`src/rtl/wm8731_i2c_responder.sv`:
```
`timescale 1ns/1ps
`default_nettype none
// ============================================================================
//  Module   : wm8731_i2c_responder
//  Purpose  : Write-only I2C responder emulating the WM8731 control port.
//             Receives {dev addr, reg addr + data[8], data[7:0]} writes,
//             ACKs them and keeps the codec's 10 x 9-bit register file.
//  Revision : 1.0 - initial release
// ============================================================================
module wm8731_i2c_responder #(
    parameter logic [6:0] DEV_ADDR    = 7'h1A,
    parameter int         SYNC_STAGES = 2
) (
    input  logic       clk,
    input  logic       reset_n,
    input  logic       scl,
    input  logic       sda_in,
    output logic       sda_oe,
    input  logic [3:0] rd_addr,
    output logic [8:0] rd_data,
    output logic       wr_strobe,
    output logic [6:0] wr_addr,
    output logic [8:0] wr_data,
    output logic       active,
    output logic       busy
);

    typedef enum logic [2:0] {
        S_IDLE    = 3'd0,
        S_DEV     = 3'd1,
        S_DEV_ACK = 3'd2,
        S_B1      = 3'd3,
        S_B1_ACK  = 3'd4,
        S_B2      = 3'd5,
        S_B2_ACK  = 3'd6,
        S_IGNORE  = 3'd7
    } state_t;

    // Address that reloads every register with its power-on default.
    localparam logic [6:0] C_RESET_REG = 7'h0F;
    localparam int         C_NUM_REGS  = 10;

    // WM8731 power-on register values.
    function automatic logic [8:0] reg_default(input int idx);
        case (idx)
            0, 1:    reg_default = 9'h097;
            2, 3:    reg_default = 9'h079;
            4:       reg_default = 9'h00A;
            5:       reg_default = 9'h008;
            6:       reg_default = 9'h09F;
            7:       reg_default = 9'h00A;
            default: reg_default = 9'h000;
        endcase
    endfunction

    logic [SYNC_STAGES-1:0] r_scl_sync;
    logic [SYNC_STAGES-1:0] r_sda_sync;
    logic                   r_scl_d;
    logic                   r_sda_d;
    logic                   w_scl;
    logic                   w_sda;
    logic                   w_scl_rise;
    logic                   w_scl_fall;
    logic                   w_start;
    logic                   w_stop;
    logic [7:0]             w_byte;

    state_t                 r_state;
    logic [2:0]             r_bit_cnt;
    logic [6:0]             r_shift;
    logic [6:0]             r_reg_addr;
    logic                   r_data8;
    logic [8:0]             r_regs [C_NUM_REGS];

    // Synchronise the bus lines and keep a one-cycle-delayed copy for edge detection.
    always_ff @(posedge clk or negedge reset_n) begin
        if (!reset_n) begin
            r_scl_sync <= '1;
            r_sda_sync <= '1;
            r_scl_d    <= 1'b1;
            r_sda_d    <= 1'b1;
        end else begin
            r_scl_sync <= {r_scl_sync[SYNC_STAGES-2:0], scl};
            r_sda_sync <= {r_sda_sync[SYNC_STAGES-2:0], sda_in};
            r_scl_d    <= r_scl_sync[SYNC_STAGES-1];
            r_sda_d    <= r_sda_sync[SYNC_STAGES-1];
        end
    end

    assign w_scl      = r_scl_sync[SYNC_STAGES-1];
    assign w_sda      = r_sda_sync[SYNC_STAGES-1];
    assign w_scl_rise = w_scl & ~r_scl_d;
    assign w_scl_fall = ~w_scl & r_scl_d;
    // Bus conditions are only recognised while SCL is stably high.
    assign w_start    = w_scl & r_scl_d & r_sda_d & ~w_sda;
    assign w_stop     = w_scl & r_scl_d & ~r_sda_d & w_sda;
    // Byte as it stands once the bit on this SCL rise is included.
    assign w_byte     = {r_shift, w_sda};

    // Protocol FSM, ACK driver, write commit and register file.
    always_ff @(posedge clk or negedge reset_n) begin
        if (!reset_n) begin
            r_state    <= S_IDLE;
            r_bit_cnt  <= 3'd0;
            r_shift    <= 7'd0;
            r_reg_addr <= 7'd0;
            r_data8    <= 1'b0;
            sda_oe     <= 1'b0;
            wr_strobe  <= 1'b0;
            wr_addr    <= 7'd0;
            wr_data    <= 9'd0;
            busy       <= 1'b0;
            for (int i = 0; i < C_NUM_REGS; i++) begin
                r_regs[i] <= reg_default(i);
            end
        end else begin
            wr_strobe <= 1'b0;
            if (w_start) begin
                busy      <= 1'b1;
                sda_oe    <= 1'b0;
                r_bit_cnt <= 3'd0;
                r_state   <= S_DEV;
            end else if (w_stop) begin
                busy    <= 1'b0;
                sda_oe  <= 1'b0;
                r_state <= S_IDLE;
            end else begin
                case (r_state)
                    S_DEV, S_B1, S_B2: begin
                        if (w_scl_rise) begin
                            r_shift   <= w_byte[6:0];
                            r_bit_cnt <= r_bit_cnt + 3'd1;
                            if (r_bit_cnt == 3'd7) begin
                                if (r_state == S_DEV) begin
                                    if (w_byte[7:1] == DEV_ADDR && !w_byte[0]) begin
                                        r_state <= S_DEV_ACK;
                                    end else begin
                                        r_state <= S_IGNORE;
                                    end
                                end else if (r_state == S_B1) begin
                                    r_reg_addr <= w_byte[7:1];
                                    r_data8    <= w_byte[0];
                                    r_state    <= S_B1_ACK;
                                end else begin
                                    wr_strobe <= 1'b1;
                                    wr_addr   <= r_reg_addr;
                                    wr_data   <= {r_data8, w_byte};
                                    if (r_reg_addr < 7'(C_NUM_REGS)) begin
                                        r_regs[r_reg_addr[3:0]] <= {r_data8, w_byte};
                                    end else if (r_reg_addr == C_RESET_REG) begin
                                        for (int i = 0; i < C_NUM_REGS; i++) begin
                                            r_regs[i] <= reg_default(i);
                                        end
                                    end
                                    r_state <= S_B2_ACK;
                                end
                            end
                        end
                    end
                    S_DEV_ACK, S_B1_ACK, S_B2_ACK: begin
                        // First SCL fall drives the ACK, the second ends the ACK clock.
                        if (w_scl_fall) begin
                            if (!sda_oe) begin
                                sda_oe <= 1'b1;
                            end else begin
                                sda_oe    <= 1'b0;
                                r_bit_cnt <= 3'd0;
                                case (r_state)
                                    S_DEV_ACK: r_state <= S_B1;
                                    S_B1_ACK:  r_state <= S_B2;
                                    default:   r_state <= S_IGNORE;
                                endcase
                            end
                        end
                    end
                    default: begin
                        // IDLE and IGNORE wait for a bus condition.
                        sda_oe <= 1'b0;
                    end
                endcase
            end
        end
    end

    // Combinational register read; unimplemented addresses read as zero.
    always_comb begin
        rd_data = 9'h000;
        if (rd_addr < 4'(C_NUM_REGS)) begin
            rd_data = r_regs[rd_addr];
        end
    end

    assign active = r_regs[9][0];

endmodule
`default_nettype wire

```
`config.mk`:
```
export PLATFORM = sky130hd
export DESIGN_NAME = wm8731_i2c_responder
export DESIGN_NICKNAME = d
export VERILOG_FILES = /design/src/rtl/wm8731_i2c_responder.sv
export SDC_FILE = /design/constraint.sdc
export NUM_CORES = 1
export LEC_CHECK = 0
export BUFFER_PORTS_ARGS = -buffer_cell sky130_fd_sc_hd__buf_4
export CAP_MARGIN = 20
export CORE_UTILIZATION = 61
export DETAILED_ROUTE_END_ITERATION = 8
export PLACE_DENSITY_LB_ADDON = 0.2
export REMOVE_ABC_BUFFERS = 1
export SLEW_MARGIN = 20
export SYNTH_ARGS = -nofsm -noshare
export SYNTH_HDL_FRONTEND = slang
export SYNTH_SLANG_ARGS = --single-unit
```
`constraint.sdc`:
```
create_clock -name clk -period 2.3 [get_ports clk]
set_input_delay 0.345 -clock clk [delete_from_list [all_inputs] [get_ports clk]]
set_output_delay 0.345 -clock clk [all_outputs]
set_load 0.02 [all_outputs]
```
==> impl_metrics.csv <==
group,metric,value,unit
sta,post-route-period-util,0.974,
worst_hold_path,hold_path_class,"flip-flop to flip-flop",
global_route,grt_remaining_overflow,0,
sta,slew_viol_final,0,
yosys,synth_top_family_by_area,"compound AO/OA/AOI/OAI gates",
yosys,async_flop_share,1.00,
setup_path,critical_path_class,"flip-flop to primary output",
layout,drive_gt1_frac,0.379,
placement,hpwl,10500,microns
sta,slew_headroom,0.535,
setup_path,cp-end-kind,"primary output",
yosys,muxShareOfSynthArea,0.122,
layout,final_cell_mix,"dfrtp_1, buf_4, a22o_1, dfstp_2, mux2_2",
yosys,synth_compound_area_frac,0.190,
global_route,met3_usage,0.0655,
setup_path,r2r-start,"r_reg_addr[2]$_DFFE_PN0P_",
floorplan,core-area,0.0103,sq mm
global_route,grt-busiest-layer,"met2",
worst_hold_path,min_to,"r_scl_sync[1]$_DFF_PN1_",
layout,final_common_cell,"dfrtp_1",
route,wirelength,16300,microns
power_and_ir_drop,powerDensity,792,mW/mm^2
floorplan,start_util,0.625,
cts,cts_buffers,17,
cts,worstSkewPairLatency,0.54,ns
power_and_ir_drop,finalPower,6.00,mW
layout,fin_area,0.00758,sq mm
floorplan,die_w,105,microns
global_route,grt_antenna_before_repair,0,
layout,final_cells,701,
placement,gp_congestion,0.879,
setup_path,critPathMaxStageDelay,0.52,ns
setup_path,rr_endpoint,"r_regs[24]$_DFFE_PN0P_",
cts,cts_tree,"done",
placement,placed_area,0.00695,sq mm
yosys,synth_area,0.00643,sq mm
cts,cts_sinks,136,
route,drt_iter0_drc,424,
cts,clk_path_buf_depth,2,
floorplan,die_h,105,microns
layout,nFillCells,703,
cts,cts-root-buf,"clkbuf_8",
setup_path,cp_max_fo,2,
yosys,synth-adder-area-share,0.00389,
power_and_ir_drop,p_leak,3.27,nW
global_route,use_met1,0.437,
yosys,yosysUniqueCellTypes,63,
floorplan,dieArea,0.0109,sq mm
sta,whs,0.357,ns
layout,final_util,0.737,
setup_path,cp_cell_sequence,"mux4_2 -> a21oi_2 -> o21ai_1 -> buf_4",
yosys,synthesis.instances,499,
global_route,use_met2,0.485,
placement,placedCellCount,666,
yosys,ys_warn_count,0,
sta,clock.fmax,446,MHz
route,drc,0,
worst_hold_path,hold_path_depth,0,
global_route,grt_pass1_vias,4721,
outcome,outcome,"complete, no violations",
sta,fin_setup_tns,0,ns
layout,nets,562,
sta,setup_ws,0.0597,ns
sta,finClkSkew,0.0105,ns
sta,setup_violations,0,
yosys,seq_area_frac_synth,0.537,
route,routedWlPerCell,23.3,microns
yosys,synth-seq-cells,136,
layout,area_growth,17.9,%
sta,period_needed,2.24,ns
cts,htreeDepth,4,
placement,dp_slack,0.0338,ns
placement,io_buffers,36,
route,vias,4701,
layout,antenna_cells,0,
global_route,grt_max_degree,137,
setup_path,start_kind,"flip-flop",
job,maxCapViolations,0,
global_route,grt_use_total,0.320,
power_and_ir_drop,peakVddDrop,613,uV
sta,hold_viol_final,0,
worst_hold_path,min-delay-start,"r_scl_sync[0]$_DFF_PN1_",
route,ant_nets,0,
yosys,synth-simple-area-share,0.108,
floorplan,row_count,37,
route,viasPerCell,6.71,
yosys,yosys_most_used_dff,"dfrtp_1",
yosys,synth_enable_flop_cells,0,
global_route,grt_pass1_wl,26000,microns
yosys,synth_xor_area_frac,0.00136,
setup_path,crit_required,1.96,ns
route,drt-pass1-iter-count,5,
sta,rsz0062_at_grt,"no",
setup_path,worstPathArrival,1.90,ns
sta,worst_pin_slew,0.698,ns
floorplan,ioPinCount,37,
cts,clkTransAtPathRegs,0.06,ns
setup_path,r2r_slack,0.09,ns
setup_path,slowest_stage,"mux4_2",
setup_path,reg2reg_depth,4,
yosys,syn_avg_cell_area,12.9,sq um
[registers in the layout, indices dropped and copies added, names as in the netlist, 2 cells and up]
| register | count |
|---|---|
| r_sda_sync | 2 |
| r_state | 3 |
| wr_data | 9 |
| r_shift | 7 |
| r_regs | 89 |
| r_scl_sync | 2 |
| wr_addr | 7 |
| r_reg_addr | 7 |
| r_bit_cnt | 3 |
[cell usage after synthesis (5+ instances only)]
| library cell | number | area share |
|---|---|---|
| a21oi_1 | 15 | 0.012 |
| o22ai_1 | 5 | 0.0049 |
| dfstp_2 | 37 | 0.15 |
| mux2i_1 | 10 | 0.016 |
| o22a_1 | 18 | 0.025 |
| or2_2 | 5 | 0.0049 |
| nand3_1 | 14 | 0.011 |
| nand2b_1 | 7 | 0.0068 |
| a2bb2oi_1 | 8 | 0.011 |
| dfrtp_1 | 99 | 0.39 |
| mux2_2 | 25 | 0.044 |
| nand4_1 | 6 | 0.0058 |
| a22o_1 | 50 | 0.068 |
| inv_1 | 16 | 0.0093 |
| nor3_2 | 7 | 0.011 |
| clkbuf_1 | 16 | 0.0093 |
| nand2_1 | 11 | 0.0064 |
| o2bb2ai_1 | 6 | 0.0082 |
| o21ai_0 | 24 | 0.019 |
| buf_2 | 9 | 0.0070 |
| nor2b_1 | 5 | 0.0049 |
| mux4_2 | 18 | 0.063 |
| nor2_1 | 21 | 0.012 |
[kinds of logic (layout without fill, tap and decap cells)]
| kind of cell | Yosys count | after routing |
|---|---|---|
| compound gates | 151 | 151 |
| xor+xnor | 1 | 1 |
| fa+ha+maj | 2 | 2 |
| buf+inv | 51 | 117 |
| flops | 136 | 136 |
| mux | 53 | 53 |
| simple gates | 105 | 105 |
[per-layer routing]
| layer | wire (microns) | part of all wire |
|---|---|---|
| met3 | 1030 | 0.063 |
| met4 | 794 | 0.049 |
| met2 | 7740 | 0.47 |
| met1 | 6770 | 0.41 |
| met5 | 0 | 0 |
[worst max-delay path: cells and delay by family (launching register included)]
kind	cells	cell delay, ns
AOI/OAI and AO/OA	2	0.28
buffers and inverters	1	0.17
DFF	1	0.38
muxes	1	0.52
[worst max path at each step]
stage                        startpoint                     end  slack, ns  depth (start not counted)
2_1_floorplan  r_bit_cnt[0]$_DFFE_PN0P_   r_regs[4]$_DFFE_PN0P_       0.08                          6
3_3_place_gp   r_bit_cnt[0]$_DFFE_PN0P_   r_regs[2]$_DFFE_PN0P_       0.11                          6
3_5_place_dp   r_bit_cnt[0]$_DFFE_PN0P_   r_regs[7]$_DFFE_PN0P_       0.03                          6
4_1_cts        r_bit_cnt[0]$_DFFE_PN0P_   r_regs[4]$_DFFE_PN0P_       0.01                          6
5_1_grt        r_bit_cnt[0]$_DFFE_PN0P_  r_regs[65]$_DFFE_PN0P_      0.009                          6
6_report         r_regs[62]$_DFFE_PN0P_              rd_data[8]       0.06                          4
[report_power, final]
group	leakage, nW	total, mW	switching, mW	internal (mW)
logic	1.25	0.621	0.410	0.211
registers	1.75	2.71	0.206	2.50
clock network	0.280	2.67	1.09	1.59
total	3.27	6.00	1.70	4.30
[area by class of cell]
type | count | area [sq um] | area share
clock inverter | 13 | 146 | 0.0193
multi-input combinational | 312 | 2760 | 0.364
inverter | 17 | 63.8 | 0.00842
clock buffer | 19 | 432 | 0.0570
sequential | 136 | 3450 | 0.455
timing repair buffer | 68 | 559 | 0.0738
tap | 136 | 170 | 0.0225
[repair_timing]
item                                   in CTS  in global routing
setup buffers                               0                  0
setup endpoints to repair                   1                 36
endpoints found under the hold margin     101                  0
hold buffers                                3                  0
gates resized for setup                     1                  6
Power figures use the tool's default switching activity.
